$ cat config.mk
export PLATFORM = sky130hd
export DESIGN_NAME = sr_button_conditioner
export DESIGN_NICKNAME = d
export VERILOG_FILES = /design/src/rtl/sr_button_conditioner.sv
export SDC_FILE = /design/constraint.sdc
export NUM_CORES = 1
export LEC_CHECK = 0
export ABC_AREA = 1
export CAP_MARGIN = 10
export CORE_UTILIZATION = 26
export DETAILED_ROUTE_END_ITERATION = 12
export HOLD_SLACK_MARGIN = 0.05
export REMOVE_ABC_BUFFERS = 1
export SLEW_MARGIN = 20
export SYNTH_ARGS = -nofsm -noshare
export SYNTH_HDL_FRONTEND = slang
export SYNTH_SLANG_ARGS = --single-unit
$ cat constraint.sdc
create_clock -name clk -period 1.4 [get_ports clk]
set_input_delay 0.28 -clock clk [delete_from_list [all_inputs] [get_ports clk]]
set_output_delay 0.28 -clock clk [all_outputs]
set_load 0.01 [all_outputs]
$ cat src/rtl/sr_button_conditioner.sv
// Synchronise, debounce and pulse-encode two push buttons feeding a gated SR latch.
// Press-to-pulse latency is DEBOUNCE_CYCLES+2 edges; simultaneous presses are flagged, never forwarded.
module sr_button_conditioner #(
  parameter int DEBOUNCE_CYCLES = 4
) (
  input  logic clk,
  input  logic rst,
  input  logic btn_set,
  input  logic btn_reset,
  output logic S,
  output logic R,
  output logic enable,
  output logic set_stable,
  output logic reset_stable,
  output logic conflict
);

  localparam int CW = $clog2(DEBOUNCE_CYCLES + 1);
  localparam logic [CW-1:0] CNT_LAST = CW'(DEBOUNCE_CYCLES - 1);
  localparam logic [CW-1:0] CNT_ONE  = CW'(1);

  typedef enum logic [1:0] {IDLE, ARM_HI, PRESSED, ARM_LO} state_e;

  logic [1:0] btn;
  logic [1:0] press;
  logic [1:0] stable;

  assign btn = {btn_reset, btn_set};

  for (genvar g = 0; g < 2; g++) begin : g_ch
    state_e        state_q, state_d;
    logic [CW-1:0] cnt_q, cnt_d;
    logic          sync1_q, sync2_q;
    logic          stable_q;
    logic          press_d;

    always_ff @(posedge clk or posedge rst) begin
      if (rst) begin
        sync1_q  <= 1'b0;
        sync2_q  <= 1'b0;
        state_q  <= IDLE;
        cnt_q    <= '0;
        stable_q <= 1'b0;
      end else begin
        sync1_q  <= btn[g];
        sync2_q  <= sync1_q;
        state_q  <= state_d;
        cnt_q    <= cnt_d;
        stable_q <= (state_d == PRESSED) || (state_d == ARM_LO);
      end
    end

    // Counter tracks consecutive samples opposing the current stable level.
    always_comb begin
      state_d = state_q;
      cnt_d   = cnt_q;
      press_d = 1'b0;
      case (state_q)
        IDLE: begin
          if (sync2_q) begin
            state_d = ARM_HI;
            cnt_d   = CNT_ONE;
          end else begin
            cnt_d = '0;
          end
        end
        ARM_HI: begin
          if (!sync2_q) begin
            state_d = IDLE;
            cnt_d   = '0;
          end else if (cnt_q == CNT_LAST) begin
            state_d = PRESSED;
            cnt_d   = '0;
            press_d = 1'b1;
          end else begin
            cnt_d = cnt_q + CNT_ONE;
          end
        end
        PRESSED: begin
          if (!sync2_q) begin
            state_d = ARM_LO;
            cnt_d   = CNT_ONE;
          end else begin
            cnt_d = '0;
          end
        end
        ARM_LO: begin
          if (sync2_q) begin
            state_d = PRESSED;
            cnt_d   = '0;
          end else if (cnt_q == CNT_LAST) begin
            state_d = IDLE;
            cnt_d   = '0;
          end else begin
            cnt_d = cnt_q + CNT_ONE;
          end
        end
      endcase
    end

    assign press[g]  = press_d;
    assign stable[g] = stable_q;
  end

  logic s_q, r_q, en_q, conflict_q;

  always_ff @(posedge clk or posedge rst) begin
    if (rst) begin
      s_q        <= 1'b0;
      r_q        <= 1'b0;
      en_q       <= 1'b0;
      conflict_q <= 1'b0;
    end else begin
      s_q        <= press[0] & ~press[1];
      r_q        <= press[1] & ~press[0];
      en_q       <= press[0] ^ press[1];
      conflict_q <= press[0] & press[1];
    end
  end

  assign S            = s_q;
  assign R            = r_q;
  assign enable       = en_q;
  assign conflict     = conflict_q;
  assign set_stable   = stable[0];
  assign reset_stable = stable[1];

endmodule

* Yosys cells after proc, flatten, opt, wreduce, memory -nomap -nowiden
Cells that the tools add are included.
Widths: inputs -> output; s select.
** Operators by class
- Add/sub/neg operators :: 2
- Equal/unequal tests :: 12
- Multiplexer cells :: 32
- Bitwise gates (word level) :: 6
- Reductions and logical operators :: 4
** Operator list (count)
- $mux 2 :: 12
- $pmux 3 s4 :: 2
- $mux 3 :: 6
- $eq 2x2->1 const B :: 8
- $pmux 2 s4 :: 2
- $mux 1 :: 10
- $add 3x1->3 const B :: 2
- $eq 3x2->1 const B :: 2
- $eq 2x1->1 const B :: 2
- $logic_not 2->1 :: 2
- $and 1x1->1 :: 3
- $logic_or 1x1->1 :: 2
- $not 1->1 :: 2
- $xor 1x1->1 :: 1
** Word-level totals
- Bits in registers :: 20
- Input port bits :: 4
- Output and inout port bits :: 6
- Word-level logic and storage cells :: 70

* Logic depth before layout (Yosys ltp)
Gate-level depths: netlist of the first run.
- Depth after elaboration :: 6
- Depth in mapped cells :: 6
- Gate-level depth less buffers :: 6

* Least setup slack after synthesis of the first run
OpenSTA, ideal clock, no wires.
- Kind :: reg-to-reg
- Start :: register g_ch[0].cnt_q[0]
- End :: register en_q (netlist: enable)
- Setup time :: 0.113 ns
- Arrival time :: 1.062 ns
- Required time :: 1.287 ns
- Setup slack :: 0.225 ns
- Stages on the path, launching flop included :: 7
- Buffers on the path :: 0
- Period minus slack after synthesis :: 1.175 ns
- Cell sequence :: dfrtp_1 ha_1 nand3_2 nor2_2 inv_2 ha_1 inv_1
** Between the ends
- Cells in the longest elaborated chain, start to end :: 5
** Ends and longest elaborated chain
- start: declaration :: RTL line 32 : logic [CW-1:0] cnt_q, cnt_d;
- start signal: assignment :: RTL line 48 : cnt_q <= cnt_d;
- $eq 3x2->1 :: RTL line 71 : end else if (cnt_q == CNT_LAST) begin
- $mux 1 :: RTL line 71
- $mux 1 :: RTL line 68 : if (!sync2_q) begin
- $mux 1 :: RTL line 58 : case (state_q)
- $xor 1x1->1 :: RTL line 116 : en_q <= press[0] ^ press[1];
- end signal: assignment :: RTL line 116
- end: declaration :: RTL line 105 : logic s_q, r_q, en_q, conflict_q;
No other way between the ends.

* Worst setup path after layout of the first run
Ends and elaborated chain as after synthesis.

==> results of run 1 <==
-- layer usage --
metal | global-route usage | routed length, µm | vias up | part of all wire
met2 | 0.1426 | 473 | 12 | 0.47
met5 | 0 | 0 | - | 0
li1 | - | - | 235 | -
met4 | 0.03846 | 12 | 0 | 0.012
met3 | 0.05833 | 73 | 2 | 0.073
met1 | 0.09949 | 441 | 193 | 0.44
-- tightest hold or removal path, stage by stage --
cell	delay [ns]
clkdlybuf4s50_1	0.39
inv_1	0.05
buf_4	0.23
-- final timing paths --
kind | to | slack [ns] | cells past startpoint
hold reg to reg | g_ch[1].sync2_q | 0.36 | 0
min in group clk | g_ch[1].sync2_q | 0.36 | 0
hold / removal | g_ch[0].cnt_q[0] | 0.29 | 3
max in group asynchronous | g_ch[1].cnt_q[0] | 0.91 | 3
setup reg to reg | enable | 0.14 | 6
setup / recovery | enable | 0.14 | 6
-- report_power, final --
part           internal (W)  total (W)  switching (W)
Combinational      0.000163   0.000370       0.000207
Clock             0.0000998   0.000238       0.000138
Sequential         0.000618   0.000677      0.0000594
-- through the flow --
| step | setup slack [ns] | cells | power [W] | hold slack, ns |
|---|---|---|---|---|
| 2_1_floorplan | 0.2251 | 69 | 0.0009124 | 0.2186 |
| 3_3_place_gp | 0.1759 | 109 | 0.001020 | 0.3318 |
| 3_5_place_dp | 0.1422 | 109 | 0.001048 | 0.3419 |
| 4_1_cts | 0.1259 | 114 | 0.001301 | 0.3005 |
| 5_1_grt | 0.02580 | 114 | 0.001386 | 0.3114 |
| 6_report | 0.1409 | 114 | 0.001285 | 0.2948 |
-- registers in the layout (all words and copies together), names as in the netlist --
name,count
S,1
g_ch.sync1_q,2
conflict,1
set_stable,1
g_ch.state_q,2
R,1
reset_stable,1
g_ch.sync2_q,2
enable,1
g_ch.cnt_q,6
-- layout make-up --
class	count	area (µm²)
fillers	260	1657
flip-flops and latches	18	450.4
multi-input cells	36	216.5
repair buffers	12	105.1
inverters	15	56.30
well taps	30	37.54
clock buffers	3	22.52
-- what timing repair did --
| item | CTS | global route |
|---|---|---|
| gates resized for setup | 6 | 0 |
| buffers inserted | 2 | 0 |
| setup endpoints to repair | 6 | 0 |
-- placed cells by master (no fill, tap or decap) --
cell	synthesis	layout
nand3_2	2	2
ha_1	5	5
nand2_2	4	4
or2_1	1	1
dfrtp_1	18	18
dlygate4sd2_1	0	6
o21ai_1	2	2
clkdlybuf4s50_1	0	3
nor2_1	5	5
or2_0	1	1
inv_1	11	11
buf_4	0	3
nor2_2	3	3
clkbuf_4	0	3
inv_2	4	4
nand2_1	13	13
-- cell families (layout without fill, tap and decap cells) --
| kind of cell | count (synthesis) | count (layout) |
|---|---|---|
| DFF | 18 | 18 |
| adders and majority gates | 5 | 5 |
| AOI/OAI and AO/OA | 2 | 2 |
| buffers and inverters | 15 | 30 |
| and+or+nand+nor | 29 | 29 |
==> results.toml, run 1 <==
[outcome]
status = "finished clean"

[grt]
first_global_vias = 437
grt_start_max_net_pins = 19
globalRouteTotalUtil = 0.09228
globalRoute.totalOverflow = 0
grt_first_pass_wirelength_um = 1794
antenna_found_initial = 0

[critical_path]
critical_path.reg2reg.startpoint = "g_ch[0].cnt_q[0]"
crit_path_frequent_cell = "ha_1"
slowest_cell_on_the_critical_path = "dfrtp_1"
criticalPathCategory = "reg2reg"
setup.worst_path.start_class = "flip-flop"
critical_path.cell_chain = "ha_1 -> nand3_2 -> nor2_2 -> inv_2 -> ha_1 -> inv_1"
path_buf_inv = 2
timing.critical_path.max_delay_family = "adder cells"
critPathCaptureType = "flip-flop"
worst_ep_arrival_time_ns = 1.45
timing.critical_path.fanout_max = 4
required_ns = 1.59
crit_start = "g_ch[0].cnt_q[0]"
critical-path-max-stage-delay_ns = 0.36

[sta]
layout_worst_path_cycle_share = 0.8993
worst_pin_slew_ns = 0.2244
clock_skew_ns = 0.004021
hold_violations = 0
setup-violations-final = 0
slew_headroom = 0.8504
fmaxAchievable_mhz = 794.2
final_period_minus_worst_setup_slack_ns = 1.259
grt_setup_unrepaired = "false"
fin_tns_setup_ns = 0
slew_viol_final = 0

[die]
die_width_um = 54.74
num_io_pins = 10
core_region_area_um2 = 2545
die_area_um2 = 2996
core.rowCount = 18
effective_utilization_at_floorplan = 0.2842
die-height_um = 54.74

[clock_network]
cts.sink_count = 18
tritoncts = "built"
cts_root_buf = "clkbuf_4"
cts_max_path_buffers = 2
cts.hold.buffers_added = 0
clkTransAtPathRegs_ns = 0.09
clk-insertion-delay-late_ns = 0.28
numCtsBuffers = 3
clock_tree.htree_level_count = 1

[yosys]
synth_compound_area_frac = 0.01384
synthesis.yosys.warnings = 0
synthXorXnorAreaFrac = 0
yosys.area.top_type = "dfrtp_1"
asyncSetResetFlopFracSynth = 1.000
yosys.area_share.simple = 0.1990
yosys-top-cells-count = "dfrtp_1, nand2_1, inv_1"
ys_ff_latch = 18
postSynth.topFlopCell = "dfrtp_1"
number_of_distinct_library_cells_after_synthesis = 12
post_synth_inst_count = 69
synth.top_cells.by_area = "dfrtp_1, ha_1, nand2_1, inv_1, nand2_2"
yosys-mux-area-fraction = 0
synth.most_common_cell = "dfrtp_1"
ys_seq_area_frac = 0.6228
synthAdderAreaFrac = 0.08651
edff_count_synth = 0
synth_top_area_frac = 0.6228
combinational_family_with_the_most_area_after_synthesis = "simple AND/OR/NAND/NOR gates"
netlist_area_before_placement_um2 = 723.2
synth.avg_cell_area_um2 = 10.48

[layout]
design_area_um2 = 888.4
layout-area-overhead-vs-synth_pct = 22.84
final_core_utilization = 0.3491
share_of_post_route_cells_with_drive_strength_above_1 = 0.2262
num-nets-final = 95
number_of_antenna_repair_diodes = 0

[drt]
drtAntennaViolNets = 0
route.vias.total = 442
totalWireLength_um = 1001
post_drt_via_cell_ratio = 3.877
drtIter0Drc = 7
route.detailed.wl_per_inst_um = 8.781
remaining_drcs = 0
drtPass1Iterations = 3

[pwr]
power_per_cell_area_nw_per_um2 = 1447
vdd_drop_max_uv = 864.7
static_leakage_nw = 0.4889

[placement]
placement.cell_area_um2 = 858.3
portBuffers = 9
detailed_place_hpwl_um = 783.9
finalWeightedCongestion = 0.6891

[min_path]
min_path_type = "in2async"

[flow_run]
maxCapViolations = 0
(Power assumes the default switching activity.)
==> run 2: changes to the inputs <==
Settings changed: CAP_MARGIN 10 to unset.
==> results of run 2 <==
Same layout as run 1: the final DEF is identical, and so are final timing and power.
==> run 3: changes to the inputs <==
Settings changed: GPL_TIMING_DRIVEN set to 0.
==> run 3 against run 2 <==
Net effect:
- critical path type unchanged
- count of clock-buffer cells in the layout did not move
- combinational power down 5%
- hold slack improved by 0.061 ns
- largest cell class unchanged
- total power shrank 0.89%
- setup slack lost 0.0034 ns
- die area stayed put
==> results.toml, run 3 (synthesis gave the netlist of run 1 again) <==
[clock_network]
numCtsBuffers = 3
cts_max_path_buffers = 2
clock_tree.htree_level_count = 1
tritoncts = "built"
cts.hold.buffers_added = 0
cts_root_buf = "clkbuf_4"
clkTransAtPathRegs_ns = 0.09
cts.sink_count = 18
clk-insertion-delay-late_ns = 0.28

[placement]
finalWeightedCongestion = 0.7270
placement.cell_area_um2 = 850.8
portBuffers = 9
detailed_place_hpwl_um = 698.9

[grt]
grt_start_max_net_pins = 19
antenna_found_initial = 0
first_global_vias = 420
globalRoute.totalOverflow = 0
grt_first_pass_wirelength_um = 1711
globalRouteTotalUtil = 0.08658

[layout]
largest_register_ffs = 6
mostFrequentLayoutCell = "dfrtp_1"
commonest_cells_after_routing_fill_and_taps_aside = "dfrtp_1, nand2_1, inv_1, dlygate4sd2_1"
design_area_um2 = 880.8
num-nets-final = 94
number_of_antenna_repair_diodes = 0
layout-area-overhead-vs-synth_pct = 21.80
top_register = "g_ch.cnt_q"
final_core_utilization = 0.3461
share_of_post_route_cells_with_drive_strength_above_1 = 0.2169

[sta]
clock_skew_ns = 0.001702
slew_viol_final = 0
finalHoldWorstSlack_ns = 0.3560
final_period_minus_worst_setup_slack_ns = 1.262
grt_setup_unrepaired = "false"
hold_violations = 0
slew_headroom = 0.5572
worst_pin_slew_ns = 0.6635
fmaxAchievable_mhz = 792.1
fin_tns_setup_ns = 0
setup-violations-final = 0
layout_worst_path_cycle_share = 0.9017

[critical_path]
critical_path.cell_chain = "ha_1 -> nand3_2 -> nor2_2 -> inv_2 -> ha_1 -> inv_1"
required_ns = 1.59
timing.critical_path.max_delay_family = "adder cells"
setup.worst_path.start_class = "flip-flop"
slowest_cell_on_the_critical_path = "dfrtp_1"
critPathCaptureType = "flip-flop"
worst_ep_arrival_time_ns = 1.45
criticalPathCategory = "reg2reg"
timing.critical_path.fanout_max = 4
critical-path-max-stage-delay_ns = 0.36
crit_path_frequent_cell = "ha_1"
path_buf_inv = 2

[pwr]
power.total_w = 0.001274
combinationalPowerShare = 0.276
p_int_w = 0.0008748
p_sw_frac = 0.3132
power_per_cell_area_nw_per_um2 = 1446
power.share.clock = 0.193
vdd_drop_max_uv = 626.7
static_leakage_nw = 0.4841
seq_power_share = 0.531
net-switching-power_w = 0.0003989

[flow_run]
maxCapViolations = 0

[die]
die_area_um2 = 2996
die_width_um = 54.74
num_io_pins = 10
effective_utilization_at_floorplan = 0.2842
core_region_area_um2 = 2545
die-height_um = 54.74
core.rowCount = 18

[drt]
post_drt_via_cell_ratio = 3.938
drtIter0Drc = 2
route.vias.total = 445
totalWireLength_um = 950
drtAntennaViolNets = 0
route.detailed.wl_per_inst_um = 8.407
drtPass1Iterations = 2
remaining_drcs = 0

[min_path]
min_path_type = "reg2reg"

[outcome]
status = "finished clean"
-- run 3: changes by cell type in the layout (fill, tap and decap cells not counted) --
cell	before	now
buf_4	3	2
-- run 3: repair_timing --
action | in CTS | in global routing
endpoints found under the setup margin | 6 | 0
gates resized for setup | 6 | 0
buffers inserted | 2 | 0
-- run 3: through the flow --
stage / instances / setup slack (ns)
3_3_place_gp: 108 / 0.1512
2_1_floorplan: 69 / 0.2251
4_1_cts: 113 / 0.1271
3_5_place_dp: 108 / 0.1489
5_1_grt: 113 / 0.06549
6_report: 113 / 0.1376
-- run 3: final cells by class --
cell class / instances / area (µm²)
Multi-Input combinational cell: 36 / 216.5
Tap cell: 30 / 37.54
Clock buffer: 3 / 22.52
Timing Repair Buffer: 11 / 97.59
Inverter: 15 / 56.30
Fill cell: 280 / 1664
Sequential cell: 18 / 450.4
-- run 3: metal layers --
| layer | global-route usage | wire (µm) |
|---|---|---|
| met3 | 0.03333 | 52 |
| met5 | 0 | 0 |
| met1 | 0.09983 | 457 |
| met4 | 0.06410 | 0 |
| met2 | 0.1285 | 440 |
-- run 3: power groups by stage --
stage / clock network [W] / logic [W] / registers, W
floorplan: 0 / 0.000207 / 0.000705
global placement: 0 / 0.000311 / 0.000703
detailed placement: 0 / 0.000324 / 0.000707
CTS: 0.000257 / 0.000359 / 0.000677
global route: 0.000296 / 0.000411 / 0.000689
finish: 0.000246 / 0.000352 / 0.000676
-- run 3: path summary, 6_finish.rpt --
path | cells after the start | slack, ns | end | startpoint
worst max-delay path | 6 | 0.14 | enable | g_ch[0].cnt_q[0]
worst min-delay path | 0 | 0.36 | g_ch[1].sync2_q | g_ch[1].sync1_q
worst max register to register | 6 | 0.14 | enable | g_ch[0].cnt_q[0]
worst min register to register | 0 | 0.36 | g_ch[1].sync2_q | g_ch[1].sync1_q
max in group asynchronous | 2 | 0.60 | g_ch[1].sync2_q | rst
min in group asynchronous | 2 | 0.38 | g_ch[1].cnt_q[1] | rst
